**src/rtl/alu_arbiter.sv**
```systemverilog
// alu_arbiter: two-requester round-robin sequencer in front of one shared combinational ALU.
// Optional build macro ALU_OP_CHECK_EN: illegal opcodes are answered with an error response.
module alu_arbiter #(
    parameter int unsigned DATA_W = 32,
    parameter int unsigned OP_W   = 4
) (
    input  logic                  i_clk,
    input  logic                  i_rst_n,
    input  logic [1:0]            i_req_valid,
    output logic [1:0]            o_req_ready,
    input  logic [2*DATA_W-1:0]   i_req_a,
    input  logic [2*DATA_W-1:0]   i_req_b,
    input  logic [2*OP_W-1:0]     i_req_op,
    output logic [1:0]            o_rsp_valid,
    input  logic [1:0]            i_rsp_ready,
    output logic [DATA_W-1:0]     o_rsp_result,
    output logic                  o_rsp_zero,
    output logic                  o_rsp_err,
    output logic [DATA_W-1:0]     o_alu_a,
    output logic [DATA_W-1:0]     o_alu_b,
    output logic [OP_W-1:0]       o_alu_ctrl,
    input  logic [DATA_W-1:0]     i_alu_result,
    input  logic                  i_alu_zero,
    output logic                  o_busy
);

    typedef enum logic [1:0] {IDLE, EXEC, RESP} state_t;

    state_t              state;
    logic                owner;
    logic                last_grant;
    logic [1:0]          grant;
    logic                gnt_idx;
    logic                accept_req;
    logic [DATA_W-1:0]   sel_a;
    logic [DATA_W-1:0]   sel_b;
    logic [OP_W-1:0]     sel_op;

`ifdef ALU_OP_CHECK_EN
    function automatic logic op_legal(input logic [OP_W-1:0] op);
        case (op)
            OP_W'(4'b0000), OP_W'(4'b0001), OP_W'(4'b0010), OP_W'(4'b0011),
            OP_W'(4'b0100), OP_W'(4'b0110), OP_W'(4'b0111), OP_W'(4'b1000),
            OP_W'(4'b1001), OP_W'(4'b1010), OP_W'(4'b1011), OP_W'(4'b1100):
                return 1'b1;
            default:
                return 1'b0;
        endcase
    endfunction
`endif

    // Grant is only offered in IDLE; on contention the requester that was not served last wins.
    always_comb begin
        grant = '0;
        if (state == IDLE) begin
            case (i_req_valid)
                2'b01:   grant = 2'b01;
                2'b10:   grant = 2'b10;
                2'b11:   grant = last_grant ? 2'b01 : 2'b10;
                default: grant = '0;
            endcase
        end
    end

    always_comb begin
        gnt_idx    = grant[1];
        accept_req = |grant;
        sel_a      = gnt_idx ? i_req_a[2*DATA_W-1:DATA_W] : i_req_a[DATA_W-1:0];
        sel_b      = gnt_idx ? i_req_b[2*DATA_W-1:DATA_W] : i_req_b[DATA_W-1:0];
        sel_op     = gnt_idx ? i_req_op[2*OP_W-1:OP_W]    : i_req_op[OP_W-1:0];
    end

    assign o_req_ready = grant;
    assign o_busy      = (state != IDLE);

`ifndef ALU_OP_CHECK_EN
    assign o_rsp_err = 1'b0;
`endif

    always_ff @(posedge i_clk or negedge i_rst_n) begin
        if (!i_rst_n) begin
            state        <= IDLE;
            owner        <= 1'b0;
            last_grant   <= 1'b1;
            o_rsp_valid  <= '0;
            o_rsp_result <= '0;
            o_rsp_zero   <= 1'b0;
            o_alu_a      <= '0;
            o_alu_b      <= '0;
            o_alu_ctrl   <= OP_W'(4'b0010);
`ifdef ALU_OP_CHECK_EN
            o_rsp_err    <= 1'b0;
`endif
        end else begin
            case (state)
                IDLE: begin
                    if (accept_req) begin
                        owner <= gnt_idx;
`ifdef ALU_OP_CHECK_EN
                        // Illegal op bypasses the ALU entirely, so its operand registers keep their value.
                        if (!op_legal(sel_op)) begin
                            o_rsp_result <= '0;
                            o_rsp_zero   <= 1'b1;
                            o_rsp_err    <= 1'b1;
                            o_rsp_valid  <= grant;
                            state        <= RESP;
                        end else
`endif
                        begin
                            o_alu_a    <= sel_a;
                            o_alu_b    <= sel_b;
                            o_alu_ctrl <= sel_op;
                            state      <= EXEC;
                        end
                    end
                end
                EXEC: begin
                    o_rsp_result <= i_alu_result;
                    o_rsp_zero   <= i_alu_zero;
`ifdef ALU_OP_CHECK_EN
                    o_rsp_err    <= 1'b0;
`endif
                    o_rsp_valid  <= owner ? 2'b10 : 2'b01;
                    state        <= RESP;
                end
                RESP: begin
                    if (i_rsp_ready[owner]) begin
                        o_rsp_valid <= '0;
                        last_grant  <= owner;
                        state       <= IDLE;
                    end
                end
                default: state <= IDLE;
            endcase
        end
    end

endmodule

```
**config.mk**
```make
export PLATFORM = sky130hd
export DESIGN_NAME = alu_arbiter
export DESIGN_NICKNAME = d
export VERILOG_FILES = /design/src/rtl/alu_arbiter.sv
export SDC_FILE = /design/constraint.sdc
export NUM_CORES = 1
export LEC_CHECK = 0
export CORE_MARGIN = 1.5
export CORE_UTILIZATION = 36
export DETAILED_ROUTE_END_ITERATION = 8
export GPL_TIMING_DRIVEN = 0
export PLACE_DENSITY = 0.76
export RECOVER_POWER = 100
export SYNTH_ARGS = -nofsm -noshare
export SYNTH_HDL_FRONTEND = slang
export SYNTH_SLANG_ARGS = --single-unit
```
**constraint.sdc**
```tcl
create_clock -name i_clk -period 1.5 [get_ports i_clk]
set_clock_uncertainty 0.2 [all_clocks]
set_input_delay 0.3 -clock i_clk [delete_from_list [all_inputs] [get_ports i_clk]]
set_output_delay 0.3 -clock i_clk [all_outputs]
set_load 0.1 [all_outputs]
```
==> results.cfg, run 1 <==
[global_routing]
grt_pass1_vias = 5597
grt_pass1_wl_mm = 29.6
grt.overflow.total = 0
grt_usage = 0.258
antenna_found_initial = 0
grt_start_max_net_pins = 56

[timing]
fin_crit_ns = 2.06
fmax_mhz = 486
setup-violations-final = 92
timing.final.ws_setup_ns = -0.556
rsz0062_at_grt = true
maxSlewHeadroom = 0.133
finalCritPeriodShare = 1.37
hold_viol = 0
worst_slew_pin_slew_ns = 1.30
timing.hold.ws_ns = 0.0183
finalMaxSlewViolations = 0

[yosys]
synth-edff-count = 0
synth-seq-area-share = 0.515
yosys_warnings = 0
synthFlopType = dfrtp_1
synthDistinctLibCells = 28
syn_area_per_cell_sq_um = 9.11
synth_fp_nets = 747
synthArstFlopShare = 1.00
syn_area_sq_um = 5210
ys_ff_latch = 107
syn_inst = 572

[min_path]
hold_class = input pin to async pin

[floorplan]
pin_count = 282
die-area_sq_um = 15200
start_util = 0.372
coreArea_sq_um = 14000
num_rows = 43
die-height_um = 123
die_w_um = 123

[finish]
stdcell_count = 1108
drive_gt1_frac = 0.341
diodes = 0
fin_nets = 1098
n_fill_cell = 929
ff_latch_area_sq_um = 2690
multi_input_area_sq_um = 2320
areaGrowthSynthToFinish_pct = 101

[cts]
insertion_delay_ns = 0.36
cts.sinks = 107
clock_path_buffers = 2
cts_tree = built
clk_pin_slew_ns = 0.08
htreeDepth = 3
numCtsBuffers = 9
cts_root_buf = clkbuf_16

[placed_design]
io_buffer_count = 279
hpwl_mm = 13.6
gp_congestion = 0.840
dp_cells = 1032

[worst_setup_path]
crit_fanout = 4
r2r_start = state[1]
cp_slowest_cell = dfrtp_1
cpLargestDelayFamily = buffers and inverters
cp-start-kind = flip-flop
cp_data_arrival_time_ns = 1.56
r2r_slack_ns = -0.45
critPathRequiredTime_ns = 1.00
cpPeakStageDelay_ns = 0.42
cp_cell_sequence = nor2_4 > buf_6 > nand3_4 > buf_8 > clkinvlp_4 > buf_12
critical_path_buf_inv_count = 4
crit_path_end_kind = output pin
critical_path_class = flip-flop to output pin
startpoint = state[1]

[run_status]
violations = setup timing
status = finished, violations left

[detailed_routing]
drt_first_pass_iters = 4
wire_per_inst_um = 19.2
initialDrtViolationCount = 309
route.vias.total = 5918
ant_nets = 0
wirelength_mm = 21.3
drc = 0
viasPerCell = 5.34

[flow_run]
cap_violations = 0
-- stage by stage --
step	TNS (ns)	cell area, sq um	util	worst slack [ns]
6_report	-25.18	10500	0.748	-0.556
5_1_grt	-36.49	10500	0.748	-0.625
4_1_cts	-32.75	9720	0.695	-0.633
3_5_place_dp	-105.49	8330	0.596	-1.60
3_3_place_gp	-562.17	8310	0.594	-4.71
2_1_floorplan	-7.23	5290	-	-0.443
-- kinds of logic after synthesis --
kind of cell | after synthesis | share of synthesized area
buffers and inverters | 135 | 0.105
AO/OA/AOI/OAI | 212 | 0.287
multiplexers | 1 | 0.00192
flip-flops | 107 | 0.515
AND/OR/NAND/NOR | 116 | 0.0915
other | 1 | 0.000720
-- state kept, by name (all words and copies together), names as in the netlist --
| signal | cells |
|---|---|
| o_rsp_valid | 2 |
| o_alu_a | 32 |
| owner | 1 |
| o_alu_ctrl | 4 |
| o_alu_b | 32 |
| o_rsp_zero | 1 |
| state | 2 |
| last_grant | 1 |
| o_rsp_result | 32 |
-- layout by cell type, fill, tap and decap left out, types with 2 or more instances in the layout --
cell             netlist  layout
o21ai_1                0       2
a21oi_1                6       5
buf_6                  2      43
clkbuf_1              43      19
o21ai_2                0      63
o21ai_4                0       3
dfrtp_1              105     100
nand2_1              103      99
nand2_2                0       2
buf_12                 0      52
buf_8                  0      42
clkinvlp_4             0       4
clkdlybuf4s50_1        0     171
nor2_4                 1       2
dfstp_2                2       2
dfrtp_2                0       5
clkinv_4               0       3
inv_1                 72      69
o211ai_1              68      68
nand2_4                0       2
nand3b_1               4       4
o2111ai_1             68      68
clkbuf_16              0      19
inv_6                  0       2
clkbuf_2               2      15
buf_2                 11       6
buf_4                  2      40
-- path summary, 6_finish.rpt --
path / end / depth (start not counted)
max reg2reg: o_alu_b[19] / 9
min in group i_clk: o_rsp_result[27] / 3
min reg2reg: o_rsp_result[27] / 2
max: o_req_ready[1] / 6
min: o_alu_a[11] / 1
max in group asynchronous: last_grant / 2
-- cell type report --
| class | count | area share |
|---|---|---|
| Buffer | 57 | 0.0468 |
| Multi-Input combinational cell | 331 | 0.222 |
| Timing Repair Buffer | 344 | 0.398 |
| Clock buffer | 9 | 0.0215 |
| Sequential cell | 107 | 0.257 |
| Inverter | 73 | 0.0274 |
| Clock inverter | 7 | 0.00586 |
| Tap cell | 180 | 0.0215 |
-- layer usage --
metal | up-vias | GRT usage | wire length (um)
met4 | 0 | 0.124 | 673
met3 | 46 | 0.0724 | 1750
li1 | 2763 | - | -
met2 | 260 | 0.426 | 10800
met1 | 2849 | 0.311 | 8070
met5 | - | 0 | 0
-- synth_stat cells (2+ instances only) --
library cell	instances	share of area
o2111ai_1	68	0.11
buf_2	11	0.011
clkbuf_1	43	0.031
clkbuf_2	2	0.0019
buf_6	2	0.0043
dfrtp_1	105	0.50
buf_4	2	0.0029
dfstp_2	2	0.010
inv_1	72	0.052
nand2_1	103	0.074
o21ai_0	68	0.065
buf_1	2	0.0014
nand3b_1	4	0.0058
o211ai_1	68	0.098
nor2b_1	2	0.0024
a21oi_1	6	0.0058
-- worst reg2reg max path, stage by stage (launching register included) --
cell and delay [ns]:
dfrtp_1 0.42, nor2_4 0.19, buf_6 0.13, clkinvlp_4 0.10
buf_6 0.15, buf_12 0.14, buf_8 0.12, clkbuf_16 0.15
o21ai_2 0.11, o211ai_1 0.11
-- what timing repair did --
item,in CTS,in global routing
hold endpoints to repair,51,51
pin swaps,62,38
gates resized for setup,968,159
buffers inserted,24,30
gates cloned,8,6
endpoints found under the setup margin,207,156
Power of run 1 is left out: the tool's default activity adds up to more than one toggle a clock period on the data nets, which glitch-free logic cannot reach.
==> run 2: changes to the inputs <==
PLACE_DENSITY = 0.89   (was 0.76)
TNS_END_PERCENT = 5   (was unset)
==> results.cfg, run 2 (synthesis gave the netlist of run 1 again) <==
[timing]
fmax_mhz = 460
setup-violations-final = 105
finalMaxSlewViolations = 0
hold_viol = 0
timing.final.ws_setup_ns = -0.672
timing.hold.ws_ns = 0.0691
rsz0062_at_grt = true
maxSlewHeadroom = 0.0612
fin_crit_ns = 2.17
worst_slew_pin_slew_ns = 1.41
finalCritPeriodShare = 1.45

[flow_run]
cap_violations = 0

[detailed_routing]
wire_per_inst_um = 18.5
drc = 0
wirelength_mm = 19.7
ant_nets = 0
viasPerCell = 5.38
drt_first_pass_iters = 5
route.vias.total = 5716
initialDrtViolationCount = 338

[min_path]
hold_class = input pin to async pin

[run_status]
violations = setup timing
status = finished, violations left

[worst_setup_path]
startpoint = state[1]
crit_path_end_kind = output pin
cp_common_cell = buf_6
cpLargestDelayFamily = buffers and inverters
crit_fanout = 10
cp_cell_sequence = nor2_4 > clkinvlp_4 > buf_6 > buf_6
critPathRequiredTime_ns = 1.00
critical_path_buf_inv_count = 3
cp_data_arrival_time_ns = 1.67
r2r_start = state[1]
cp-start-kind = flip-flop
r2r_slack_ns = -0.41
critical_path_class = flip-flop to output pin
cp_slowest_cell = dfrtp_1
cpPeakStageDelay_ns = 0.42

[finish]
diodes = 0
areaGrowthSynthToFinish_pct = 76.5
final_util = 0.657
multi_input_area_sq_um = 2030
top_regs = o_alu_a x32, o_alu_b x32, o_rsp_result x32
layout_common_cells = clkdlybuf4s50_1, dfrtp_1, nand2_1, buf_6, inv_1
fin_nets = 1052
mostFrequentLayoutCell = clkdlybuf4s50_1
drive_gt1_frac = 0.215
n_fill_cell = 1109
ff_latch_area_sq_um = 2680

[placed_design]
gp_congestion = 0.868
place_ws_ns = -1.62
hpwl_mm = 14.2
io_buffer_count = 279

[global_routing]
antenna_found_initial = 0
grt_usage = 0.257
grt.overflow.total = 0
grt_pass1_vias = 5736
grt_pass1_wl_mm = 29.7
grt_start_max_net_pins = 55

[floorplan]
die-area_sq_um = 15200
start_util = 0.372
die_w_um = 123
num_rows = 43
pin_count = 282
coreArea_sq_um = 14000
die-height_um = 123

[cts]
clock_path_buffers = 2
cts_root_buf = clkbuf_16
htreeDepth = 3
numCtsBuffers = 9
cts.sinks = 107
insertion_delay_ns = 0.35
clk_pin_slew_ns = 0.07
cts_tree = built
## run 2: cell count changes in the layout (fill, tap and decap cells not counted), moves of 24 or more
cell	delta
o21ai_0	+44
buf_6	+48
buf_4	-24
buf_12	-37
o21ai_2	-62
buf_8	-28
## run 2: worst reg2reg max path, delay by kind of cell (launching register included)
family                 cells  cell delay, ns
flip-flops                 1            0.42
AND/OR/NAND/NOR            1            0.24
buffers and inverters      3            0.66
AO/OA/AOI/OAI              2            0.28
## run 2: cell type report
type | count | area share
Timing Repair Buffer | 295 | 0.355
Clock inverter | 7 | 0.00585
Sequential cell | 107 | 0.292
Clock buffer | 9 | 0.0245
Buffer | 61 | 0.0474
Tap cell | 180 | 0.0245
Inverter | 73 | 0.0306
Multi-Input combinational cell | 330 | 0.221
## run 2: per-layer routing
layer,global-route usage,part of all wire,vias to the layer above
li1,-,-,2659
met1,0.297,0.37,2718
met2,0.443,0.50,295
met3,0.0720,0.089,44
met4,0.116,0.033,0
met5,0,0,-
## run 2: path summary, 6_finish.rpt
check | to | cells after the start
min in group i_clk | o_rsp_result[4] | 3
max in group asynchronous | o_alu_b[24] | 2
setup / recovery | o_busy | 4
hold reg to reg | o_rsp_result[10] | 2
hold / removal | o_rsp_result[14] | 1
setup reg to reg | o_alu_b[3] | 6
## run 2: per-stage QoR
stage,TNS [ns],area (sq um),instances
global placement,-562.24,8290,1031
global route,-44.29,9190,1062
detailed placement,-110.24,8320,1032
finish,-24.79,9190,1062
floorplan,-7.16,5280,572
CTS,-21.90,8920,1059
## run 2: what timing repair did
action / 4_1_cts / 5_1_grt
endpoints found under the setup margin: 207 / 145
gates resized for setup: 780 / 105
hold endpoints to repair: 51 / 51
cloned: 0 / 1
setup buffers: 11 / 5
pin swaps: 4 / 4
Power of run 2 is left out for the same reason.
==> RTL change 1: new RTL, settings of run 1 <==
Re-encode `state_t` (3 states) as one-hot, 3 bits wide.
--- a/src/rtl/alu_arbiter.sv
+++ b/src/rtl/alu_arbiter.sv
@@ -24,7 +24,7 @@
     output logic                  o_busy
 );
 
-    typedef enum logic [1:0] {IDLE, EXEC, RESP} state_t;
+    typedef enum logic [2:0] {IDLE = 3'b001, EXEC = 3'b010, RESP = 3'b100} state_t;
 
     state_t              state;
     logic                owner;
Check against the original RTL: no difference found for any inputs over 10 cycles, from zero or initial values and one cycle with i_rst_n low; not proved beyond that.
==> RTL change 1 against run 1 <==
  * The run ends with negative hold slack, negative setup slack left
  * Die area shrank 6.4%
  * Critical path depth fell by 1
  * Global-route usage is 0.50 points lower
  * Area after synthesis down 6.6%
  * Sequential cell count is 1 higher
  * Count of clock-buffer cells in the layout grew 4
  * Wire length fell by 13%
  * Design area fell by 6.0%
  * Sequential share of layout area is 1.9 points higher
  * Via count fell by 21%
  * Setup slack lost 0.039 ns
Power is left out: the tool's default activity adds up to more than one toggle a clock period on the data nets, which glitch-free logic cannot reach.
==> RTL change 1: results (changes against run 1) <==
- Run status: complete, but fails checks
- Failing checks: negative hold slack, negative setup slack
- Largest net degree at the start of global routing: 64 (+14%)
- Crit path arrival time: 1.60 ns (+0.04 ns)
- Post-synthesis compound-gate area fraction: 27.1% (-1.6 points)
- Placed wire-length estimate: 12300 µm (-9.4%)
- Post-synthesis mux area share: 10.3% (+10 points)
- Finish-stage setup viols: 109 (+18%)
- Cells after DPL: 808 (-22%)
- Worst-Skew Late Latency: 0.34 ns (-0.02 ns)
- Share of cells above drive strength 1: 47.6% (+14 points)
- Final instance area: 0.00984 mm² (-6.0%)
- Multi-input gate count: 197 (-40%)
- Clock Root Buffer: clkbuf_16
- FILL cells: 808 (-13%)
- First-pass GRT wire length: 27900 µm (-6.0%)
- Sequential share of the synthesized area: 55.6% (+4.2 points)
- M1 WL: 7240 µm (-10%)
- GRT Total Usage: 25.3% (-0.50 points)
- Setup TNS: -42.13 ns (-16.95 ns)
- Clock buffer depth: 2 (unchanged)
- Grt met2 use: 44.3% (+1.7 points)
- Total number of vias: 4668 (-21%)
- Fraction of area in multi-input gates: 25.1% (+2.9 points)
- Total of clock buffers placed in the layout: 13 (+4)
- Synth Instances: 351 (-39%)
- Met1 GRT Util: 30.4% (-0.69 points)
- Placed instance area: 0.00799 mm² (-4.1%)
- Final nets: 855 (-22%)
- WL/cell: 21.5 µm (+12%)
- Post-Syn Nets: 526 (-30%)
- Number of non-clock inverters: 3 (-96%)
- Max-slew headroom: 20.1% (+6.9 points)
- Iter 0 DRT Violations: 123 (-60%)
- Num CTS Buffers: 9 (unchanged)
- DP Worst Slack: -1.90 ns (-0.300 ns)
- Bufs w/o clock: 361 (-10%)
- Met3 track demand over resource: 4.36% (-2.9 points)
- Met2 wire length: 9670 µm (-10%)
- Fin. Hold Viols: 10 (+10)
- Layout non-clock buf frac: 42.3% (-2.2 points)
- Top cells by count, synth: dfrtp_1, o32ai_1, a2bb2oi_1
- Number of global-route vias before repair: 5077 (-9.3%)
- Synth Register Bits: 108 (+0.93%)
- IO Port Bufs: 280 (+0.36%)
- Rows: 42 (-2.3%)
- Hold slack: -0.0150 ns (-0.0333 ns)
- Number of synthesized flops with an enable pin: 0 (unchanged)
- DR vias/cell: 5.42 (+1.5%)
- Top cells by area, synth: dfrtp_1, o32ai_1, a2bb2oi_1, mux2_4, a2bb2oi_2
- Worst Slack Setup Final: -0.595 ns (-0.0393 ns)
- DR WL met3: 935 µm (-47%)
RTL change 1: timing repair:
item	in CTS	in global routing
endpoints found under the setup margin	211	166
pin swaps	4	5
gates resized for setup	873	103
hold endpoints to repair	43	43
setup buffers	22	14
gates cloned	9	2
RTL change 1: worst paths after layout:
kind	from	endpoint	slack (ns)
max in group asynchronous	i_rst_n	state[0]$_DFFE_PN1P_	0.18
min in group i_clk	i_req_valid[0]	owner$_DFFE_PN0P_	0.25
worst min register to register	o_rsp_result[28]$_DFFE_PN0P_	o_rsp_result[28]$_DFFE_PN0P_	0.34
worst max register to register	state[0]$_DFFE_PN1P_	o_alu_b[0]$_DFFE_PN0P_	-0.49
worst min-delay path	i_rst_n	o_rsp_result[10]$_DFFE_PN0P_	-0.01
worst max-delay path	state[0]$_DFFE_PN1P_	o_req_ready[0]	-0.60
RTL change 1: worst max-delay path, stage by stage (launching register included):
cell	delay [ns]
dfstp_2	0.54
nor3b_4	0.18
buf_6	0.15
inv_12	0.04
nor3_4	0.14
buf_12	0.20
==> RTL change 2: new RTL, settings of run 1 <==
Made on the original files. The parameter `OP_W` goes from 4 to 6.
--- a/src/rtl/alu_arbiter.sv
+++ b/src/rtl/alu_arbiter.sv
@@ -2,7 +2,7 @@
 // Optional build macro ALU_OP_CHECK_EN: illegal opcodes are answered with an error response.
 module alu_arbiter #(
     parameter int unsigned DATA_W = 32,
-    parameter int unsigned OP_W   = 4
+    parameter int unsigned OP_W   = 6
 ) (
     input  logic                  i_clk,
     input  logic                  i_rst_n,
Ports: changed (resized i_req_op and o_alu_ctrl); port bits go from 282 to 288. No check against the original RTL was run, so the function may have changed too.
==> RTL change 2 against run 1 <==
  * The flow still finishes with violations (negative setup slack)
  * Setup slack improved by 0.10 ns
  * Sequential cell count increased by 2
  * Utilization increased by 2.7 points
  * Largest cell class unchanged
  * Wire length increased by 20%
  * Area after synthesis increased by 11%
  * Design area increased by 17%
Power is left out: the tool's default activity adds up to more than one toggle a clock period on the data nets, which glitch-free logic cannot reach.
==> RTL change 2: results (changes against run 1) <==
- Hold slack: 0.271 ns (+0.252 ns)
- Setup CP Type: reg2reg
- Hold endpoint: o_rsp_result[21]$_DFFE_PN0P_
- Worst-Skew Late Latency: approximately 0.35 ns
- Placed wire-length estimate: 14400 µm (+6.1%)
- Largest net degree at the start of global routing: 70 (+25%)
- Total number of vias: 6356 (+7.4%)
- Xor and xnor fraction of the mapped netlist area: 0% (unchanged)
- Initial antenna violation count: 0 (unchanged)
- GRT Total Usage: 24.9% (-0.94 points)
- Top cells by area, synth: dfrtp_1, o211ai_2, o2111ai_1, nand2_1, o21ai_1
- Failing checks: negative setup slack
- Min-Delay Path Class: in2reg
- Share of cells above drive strength 1: 52.1% (+18 points)
- IO Port Bufs: 285 (+2.2%)
- # diodes: 0 (unchanged)
- Setup crit end: o_alu_a[14]$_DFFE_PN0P_
- DP Worst Slack: -1.52 ns (+0.0757 ns)
- Cells after DPL: 1084 (+5.0%)
- DRC: 0 (unchanged)
- FILL cells: 941 (+1.3%)
- Non-Filler Instances: 1182 (+6.7%)
- Post-Syn Nets: 761 (+1.9%)
- Sequential share of the synthesized area: 47.1% (-4.3 points)
- Max-slew headroom: 31.5% (+18 points)
- H-Tree Level Count: 3 (unchanged)
- Fraction of the mapped netlist area in adder cells: 0% (unchanged)
- Run status: complete, but fails checks
- Post-synthesis compound-gate area fraction: 32.5% (+3.9 points)
- Reg-to-Reg Start: state[1]$_DFFE_PN0P_
- Biggest regs: o_alu_a x32, o_alu_b x32, o_rsp_result x32
- Distinct cells, synth: 28 (unchanged)
- Top cells by count, synth: dfrtp_1, nand2_1, inv_1
- Critical Path Fanout Max: 8 (+4)
- Critical hold path startpoint: i_alu_result[21]
- Iter 0 DRT Violations: 267 (-14%)
- Multi-input logic area: 0.00335 mm² (+44%)
- Clock buffer depth: 2 (unchanged)
- FFs w/ async S/R, synth: 100% (unchanged)
- First-pass GRT wire length: 32200 µm (+8.6%)
- Clock Pin Slew Worst Setup and Hold Paths: 0.08 ns (about the same)
- Warnings, synthesis: 0 (unchanged)
- Num CTS Buffers: 9 (unchanged)
- Routability Congestion: 0.791 (-5.9%)
- Finish-stage setup viols: 152 (+65%)
- Initial DRT Pass Iterations: 4 (unchanged)
- Number of global-route vias before repair: 5946 (+6.2%)
- Clock Root Buffer: clkbuf_16
- Placed instance area: 0.00903 mm² (+8.4%)
- Avg Cell Area, Syn: 9.96 µm² (+9.4%)
- Hold depth: 3
- Worst Slack Setup Final: -0.453 ns (+0.102 ns)
- Crit path arrival time: 2.03 ns (+0.47 ns)
- Post-synthesis mux area share: 0.173% (-0.019 points)
- Detailed Route WL: 25500 µm (+20%)
- Register-to-Register Path Depth: 9 (unchanged)
- Setup TNS: -22.86 ns (+2.31 ns)
-- RTL change 2: changes by cell type in the layout (fill, tap and decap cells not counted), moves of 13 or more --
cell,delta
o2111ai_4,+13
buf_4,+17
dfrtp_2,+20
buf_6,-14
dfrtp_1,-18
o21ai_4,+23
nand2_2,+33
o2111ai_1,-19
buf_12,+19
nand2_1,-42
o211ai_1,-68
o211ai_2,+70
o21ai_2,-19
-- RTL change 2: routing by layer --
layer / vias up / wire (µm) / GRT usage [%]
li1: 2853 / - / -
met1: 3122 / 9600 / 29.5
met2: 305 / 13000 / 42.4
met3: 76 / 1900 / 7.05
met4: 0 / 986 / 10.1
met5: - / 0 / 0
-- RTL change 2: kinds of logic (layout without fill, tap and decap cells) --
family | after synthesis | count (layout)
flip-flops | 109 | 109
buffers and inverters | 137 | 521
AND/OR/NAND/NOR | 116 | 116
AO/OA/AOI/OAI | 218 | 218
other | 1 | 1
multiplexers | 1 | 1
-- RTL change 2: final cells by class --
class / count / area share (%)
Multi-Input combinational cell: 336 / 27.3
Sequential cell: 109 / 22.5
Inverter: 75 / 2.46
Clock inverter: 6 / 0.439
Timing Repair Buffer: 371 / 38.3
Clock buffer: 10 / 1.95
Tap cell: 216 / 2.20
Buffer: 59 / 4.75
-- RTL change 2: timing repair --
action                                 in CTS  in global routing
gates resized for setup                   921                328
pin swaps                                  74                 78
cloned                                      8                 10
setup buffers                              17                 52
setup endpoints to repair                 180                179
hold buffers                                1                  0
endpoints found under the hold margin      39                  0
-- RTL change 2: worst max-delay path, stage by stage (launching register included) --
cell and delay, ns:
dfrtp_2 0.46, nor2_8 0.19, buf_12 0.14, buf_6 0.08
buf_6 0.08, buf_6 0.08, buf_12 0.15, clkbuf_16 0.17
o2111ai_1 0.16, o211ai_2 0.16
